--- config.mk ---
export PLATFORM = sky130hd
export DESIGN_NAME = packet_injector
export DESIGN_NICKNAME = d
export VERILOG_FILES = /design/src/rtl/packet_injector_pkg.sv /design/src/rtl/packet_injector_sync2.sv /design/src/rtl/packet_injector.sv
export SDC_FILE = /design/constraint.sdc
export NUM_CORES = 1
export LEC_CHECK = 0
export ABC_AREA = 1
export CAP_MARGIN = 30
export CORE_MARGIN = 3
export CORE_UTILIZATION = 46
export CTS_CLUSTER_SIZE = 30
export DETAILED_ROUTE_END_ITERATION = 8
export PLACE_DENSITY_LB_ADDON = 0.12
export SETUP_SLACK_MARGIN = 0.4
export SLEW_MARGIN = 20
export SYNTH_ARGS = -nofsm -noshare
export SYNTH_HDL_FRONTEND = slang
export SYNTH_SLANG_ARGS = --single-unit
--- constraint.sdc ---
create_clock -name i_clk -period 2.19 [get_ports i_clk]
set_clock_uncertainty 0.1 [all_clocks]
set_input_delay 0.657 -clock i_clk [delete_from_list [all_inputs] [get_ports i_clk]]
set_output_delay 0.657 -clock i_clk [all_outputs]
set_load 0.005 [all_outputs]
--- src/rtl/packet_injector_pkg.sv ---
// -----------------------------------------------------------------------------
// packet_injector_pkg
// Purpose : shared definitions for the packet injector: packet field layout,
//           the "valid entry" tag value and the controller state encoding.
// Ports   : none (package)
// -----------------------------------------------------------------------------
package packet_injector_pkg;

   // Packet layout: [37:35] TAG, [34:27] GEN, [26:20] DST, [19:16] FLG, [15:0] DATA
   localparam int PKT_W    = 38;
   localparam int TAG_LSB  = 35;
   localparam int TAG_W    = 3;
   localparam int GEN_LSB  = 27;
   localparam int GEN_W    = 8;
   localparam int DST_LSB  = 20;
   localparam int DST_W    = 7;
   localparam int FLG_LSB  = 16;
   localparam int FLG_W    = 4;
   localparam int DATA_LSB = 0;
   localparam int DATA_W   = 16;

   // Any other tag marks the end of the upstream program
   localparam logic [TAG_W-1:0] TAG_VALID = 3'b111;

   typedef enum logic [2:0] {
      S_IDLE   = 3'd0,
      S_FETCH  = 3'd1,
      S_SETTLE = 3'd2,
      S_CHECK  = 3'd3,
      S_REQ    = 3'd4,
      S_REL    = 3'd5,
      S_DONE   = 3'd6,
      S_ERR    = 3'd7
   } state_t;

   function automatic logic [TAG_W-1:0] pkt_tag(input logic [PKT_W-1:0] pkt);
      return pkt[TAG_LSB +: TAG_W];
   endfunction

endpackage

--- src/rtl/packet_injector_sync2.sv ---
// -----------------------------------------------------------------------------
// packet_injector_sync2
// Purpose : two-flop synchronizer for a single asynchronous level.
// Ports   : i_clk   - destination clock
//           i_rst_n - asynchronous active-low reset (both flops clear to 0)
//           i_d     - asynchronous input level
//           o_q     - synchronized level, two clocks of latency
// -----------------------------------------------------------------------------
module packet_injector_sync2 (
   input  logic i_clk,
   input  logic i_rst_n,
   input  logic i_d,
   output logic o_q
);

   logic r_meta;
   logic r_sync;

   always_ff @(posedge i_clk or negedge i_rst_n) begin
      if (!i_rst_n) begin
         r_meta <= 1'b0;
         r_sync <= 1'b0;
      end else begin
         r_meta <= i_d;
         r_sync <= r_meta;
      end
   end

   assign o_q = r_sync;

endmodule

--- src/rtl/packet_injector.sv ---
// -----------------------------------------------------------------------------
// packet_injector
// Purpose : fetches packets from an upstream stage one at a time and pushes
//           each to a downstream consumer over a four-phase REQ/ACK handshake.
//           A run ends on an end-of-program tag, after MAX_PKTS packets, or
//           with an error when the consumer does not respond in time.
// Ports   : i_clk      - clock, rising edge
//           i_rst_n    - asynchronous active-low reset
//           i_start    - run request, honoured only in IDLE/DONE/ERR
//           i_pkt_in   - packet presented by the upstream fetch stage
//           o_fetch    - one-cycle pulse advancing the upstream stage
//           o_pkt_out  - registered packet to downstream
//           o_req_out  - four-phase request to downstream
//           i_ack_in   - four-phase acknowledge (asynchronous)
//           o_busy     - run in progress
//           o_done     - run finished normally
//           o_err      - run aborted on handshake timeout
//           o_cnt      - packets fully handshaken in the current run
// -----------------------------------------------------------------------------
module packet_injector
   import packet_injector_pkg::*;
#(
   parameter int MAX_PKTS    = 20,
   parameter int SETTLE_CYC  = 1,
   parameter int ACK_TIMEOUT = 255
) (
   input  logic             i_clk,
   input  logic             i_rst_n,
   input  logic             i_start,
   input  logic [PKT_W-1:0] i_pkt_in,
   output logic             o_fetch,
   output logic [PKT_W-1:0] o_pkt_out,
   output logic             o_req_out,
   input  logic             i_ack_in,
   output logic             o_busy,
   output logic             o_done,
   output logic             o_err,
   output logic [4:0]       o_cnt
);

   localparam logic [7:0] SETTLE_LAST = 8'(SETTLE_CYC - 1);
   localparam logic [7:0] TO_LAST     = 8'(ACK_TIMEOUT - 1);
   localparam logic [4:0] CNT_MAX     = 5'(MAX_PKTS);

   state_t             r_state;
   state_t             w_state_next;
   logic [7:0]         r_tmr;
   logic [4:0]         r_cnt;
   logic [4:0]         w_cnt_plus1;
   logic [PKT_W-1:0]   r_pkt;
   logic               r_fetch;
   logic               r_req;
   logic               r_busy;
   logic               r_done;
   logic               r_err;
   logic               w_ack_s;
   logic               w_load_pkt;
   logic               w_cnt_clr;
   logic               w_cnt_inc;

   packet_injector_sync2 u_ack_sync (
      .i_clk   (i_clk),
      .i_rst_n (i_rst_n),
      .i_d     (i_ack_in),
      .o_q     (w_ack_s)
   );

   // Saturating increment so CNT can never wrap past MAX_PKTS
   assign w_cnt_plus1 = (r_cnt >= CNT_MAX) ? r_cnt : r_cnt + 5'd1;

   always_comb begin
      w_state_next = r_state;
      w_load_pkt   = 1'b0;
      w_cnt_clr    = 1'b0;
      w_cnt_inc    = 1'b0;
      case (r_state)
         S_IDLE, S_DONE, S_ERR: begin
            if (i_start) begin
               w_state_next = S_FETCH;
               w_cnt_clr    = 1'b1;
            end
         end
         S_FETCH:  w_state_next = S_SETTLE;
         S_SETTLE: begin
            if (r_tmr == SETTLE_LAST) w_state_next = S_CHECK;
         end
         S_CHECK: begin
            if (pkt_tag(i_pkt_in) != TAG_VALID) begin
               w_state_next = S_DONE;
            end else begin
               w_load_pkt   = 1'b1;
               w_state_next = S_REQ;
            end
         end
         S_REQ: begin
            // Level-sensitive: an ACK already high advances at once
            if (w_ack_s)               w_state_next = S_REL;
            else if (r_tmr == TO_LAST) w_state_next = S_ERR;
         end
         S_REL: begin
            if (!w_ack_s) begin
               w_cnt_inc    = 1'b1;
               w_state_next = (w_cnt_plus1 == CNT_MAX) ? S_DONE : S_FETCH;
            end else if (r_tmr == TO_LAST) begin
               w_state_next = S_ERR;
            end
         end
         default: w_state_next = S_IDLE;
      endcase
   end

   always_ff @(posedge i_clk or negedge i_rst_n) begin
      if (!i_rst_n) begin
         r_state <= S_IDLE;
         r_tmr   <= 8'd0;
         r_cnt   <= 5'd0;
         r_pkt   <= '0;
         r_fetch <= 1'b0;
         r_req   <= 1'b0;
         r_busy  <= 1'b0;
         r_done  <= 1'b0;
         r_err   <= 1'b0;
      end else begin
         r_state <= w_state_next;
         // One shared timer: cleared on every state entry, so it measures
         // time spent in SETTLE, REQ and REL alike; saturates while parked.
         if (w_state_next != r_state) r_tmr <= 8'd0;
         else if (r_tmr != 8'hFF)     r_tmr <= r_tmr + 8'd1;
         if (w_cnt_clr)      r_cnt <= 5'd0;
         else if (w_cnt_inc) r_cnt <= w_cnt_plus1;
         if (w_load_pkt) r_pkt <= i_pkt_in;
         // Outputs registered from the next state so they are glitch-free
         r_fetch <= (w_state_next == S_FETCH);
         r_req   <= (w_state_next == S_REQ);
         r_busy  <= !(w_state_next inside {S_IDLE, S_DONE, S_ERR});
         r_done  <= (w_state_next == S_DONE);
         r_err   <= (w_state_next == S_ERR);
      end
   end

   assign o_fetch   = r_fetch;
   assign o_pkt_out = r_pkt;
   assign o_req_out = r_req;
   assign o_busy    = r_busy;
   assign o_done    = r_done;
   assign o_err     = r_err;
   assign o_cnt     = r_cnt;

endmodule

==> reports/results.ini <==
[status]
result_of_the_run = finished, final reports clean

[routing]
post_detailed_route_drc_marker_count = 0
drtPass1Iterations = 4
postRouteWirelength_um = 6730
route.vias.total = 2287
viasPerCell = 5.037
drt_first_iter_violations = 188
wire_per_inst_um = 14.82
route.antenna.remaining_nets = 0

[setup_path]
worstSetupStartpointType = register
slowest_stage = dfrtp_2
worstPathMaxFanout = 3
required_time_worst_endpoint_ps = 2340
crit_chain = buf_6 > inv_4 > ha_4 > nand2_2 > buf_4 > buf_4 > buf_4 > buf_4 > buf_4 > buf_4 > a21oi_2 > o21bai_4
cp_common_cell = buf_4
worst_ep_arrival_time_ps = 2230
worstSetupPathType = register to register
cp-end-kind = register
crit_path_max_incr_delay_ps = 400

[synthesis]
synth_simple_gate_area_share_pct = 17.49
postSynthNetCount = 307
synth_cell_types = 26
ys_seq_area_share_pct = 55.99
main_combinational_cell_family_by_area_after_synthesis = simple AND/OR/NAND/NOR gates
synthAdderAreaFrac_pct = 2.295
xor_xnor_share_of_the_synthesized_area_pct = 0.9637
synth_cells = 260
ys_ff_latch = 61
yosys-mux-area-fraction_pct = 14.46
synth_compound_area_share_pct = 3.029
synth_warnings = 0
post_syn_area_mm2 = 0.002726
synth.avg_cell_area_um2 = 10.49

[pwr]
vdd_ir_drop_max_mv = 0.7712
p_per_area_mw_per_mm2 = 1183
static-leakage-power_uw = 0.002066

[finish]
layout.cells.non_filler = 454
final_nets = 425
n_antenna_cell = 0
layout.cells.most_common = dfrtp_1
final_layout_size_suffix_gt1_share_pct = 32.98
final_area_mm2 = 0.004167
mostFrequentLayoutCells = 56 x dfrtp_1, 48 x dlygate4sd2_1, 37 x clkdlybuf4s50_1, 35 x mux2_2, 30 x nand2_1
syn2layout_area_growth_pct = 52.82
final_core_area_utilization_pct = 74.30

[floorplan]
die_y_um = 82.99
io-pin-count = 90
die_area_mm2 = 0.006887
coreArea_mm2 = 0.005608
start_util_pct = 48.62
die_w_um = 82.99
rows = 27

[clock_network]
worstSkewPairLatency_ps = 330
worst_setup_hold_path_clk_slew_ps = 60
cts_tree = done
cts_root_buffer = clkbuf_8
post_cts_hold_buffer_count = 0
ctsHtreeMaxLevel = 3
cts-buffers-inserted = 9
numClockSinks = 61
clock_tree.buffer_depth = 2

[place]
place.port_buffers = 89
dpl.hpwl_um = 4294
gpl.final_weighted_congestion = 0.8896
dp_slack_ps = -139.8
placed_cells = 422
dpl_cell_area_mm2 = 0.003730

[timing]
tns_ps = 0
post-route-period-util_pct = 94.84
max_slew_headroom_at_the_worst_pin_pct = 74.51
timing.fmax_mhz = 481.5
slew_worst_pin_ps = 378.4
setup_repair_after_global_routing_missed_its_margin = yes
finalWorstPathRequiredPeriod_ps = 2077
slew_violations = 0
timing_hold_violations_final = 0
setup_ws_ps = 113.0
setup_viol_count_final = 0

[grt]
overflow_left_after_global_routing = 0
first_global_vias = 2438
grt_first_pass_wirelength_um = 11350
grt_antenna_before_repair = 0
grt_max_degree = 62
globalRouteTotalUtil_pct = 20.30

[min_path]
hold_class = input pin to async pin

[job]
timing.max_cap.violations = 0

final cells by class:
cell class | count | area (um^2)
Multi-Input combinational cell | 160 | 1210
Clock inverter | 1 | 5.005
Clock buffer | 14 | 172.7
Inverter | 34 | 132.6
Timing Repair Buffer | 112 | 1023
Tap cell | 72 | 90.09
Sequential cell | 61 | 1533
Fill cell | 416 | 1441
worst max-delay path, delay by kind of cell, from the launching register on:
kind,cells,cell delay (ps)
flip-flops,1,400
buffers and inverters,8,890
AND/OR/NAND/NOR,1,50
AO/OA/AOI/OAI,2,320
adder cells (fa/ha/maj),1,250
power by group:
group / leakage (uW) / internal, uW / switching, uW
Combinational: 0.00121 / 1160 / 1130
Clock: 0.0000926 / 497 / 411
Sequential: 0.000767 / 1510 / 221
kinds of logic after synthesis:
| group | after synthesis |
|---|---|
| xor+xnor | 3 |
| mux | 35 |
| simple gates | 102 |
| buf+inv | 39 |
| flops | 61 |
| fa+ha+maj | 5 |
| compound gates | 15 |
state kept, by name (all words and copies together), names as in the netlist:
name,flops
o_err,1
u_ack_sync.r_meta,1
o_cnt,5
u_ack_sync.o_q,1
o_busy,1
o_fetch,1
r_state,3
o_done,1
o_req_out,1
r_tmr,8
o_pkt_out,38
timing repair:
item                                    4_1_cts  5_1_grt
gates resized for setup                      77       31
endpoints found under the setup margin       97       21
pin swaps                                    11       14
buffers inserted                             15        2
endpoints found under the hold margin         0        0
per-stage QoR:
| stage | total power, uW | hold slack [ps] |
|---|---|---|
| global route | 5300 | 225.8 |
| global placement | 3620 | 240.3 |
| CTS | 4741 | 226.6 |
| finish | 4931 | 216.3 |
| floorplan | 2665 | 231.2 |
| detailed placement | 3667 | 240.4 |
layer usage:
metal	wire (um)	vias to the layer above	share of wire [%]	global-route usage (%)
li1	-	1078	-	-
met1	2727	1111	41	25.00
met2	3383	80	50	32.00
met3	436	18	6.5	6.151
met4	182	0	2.7	10.85
met5	0	-	0	0
worst paths after layout:
path                             endpoint  cells past startpoint  slack [ps]              start
max in group asynchronous        o_cnt[4]                      2        1480            i_rst_n
setup reg to reg                 o_cnt[1]                     12         110           o_cnt[1]
hold / removal                   r_tmr[6]                      2         220            i_rst_n
min in group i_clk         u_ack_sync.o_q                      0         260  u_ack_sync.r_meta
hold reg to reg            u_ack_sync.o_q                      0         260  u_ack_sync.r_meta
setup / recovery                 o_cnt[1]                     12         110           o_cnt[1]
Yosys cell counts:
master     n  area, um^2
nor3_2     1       10.01
nand3_1   17       85.08
clkbuf_1   1       3.750
o22ai_1    2       12.51
dfrtp_1   61        1526
nor3_1     7       35.03
inv_1     31       116.4
nor2_1    21       78.83
and3_1     1       6.260
inv_2      3       11.26
nand4_1    3       18.77
nor2_2     3       18.77
mux2_2    35       394.1
o21ai_0    7       35.03
nand3b_1   2       15.01
nand3_4    1       17.52
a21oi_1    4       20.02
xor2_1     3       26.28
nand3_2    1       10.01
buf_6      1       11.26
nand2_1   40       150.1
nand2_2    5       31.28
a21boi_1   1       7.510
buf_2      3       15.01
o21bai_1   1       7.510
ha_1       5       62.56
(Power assumes the default switching activity.)
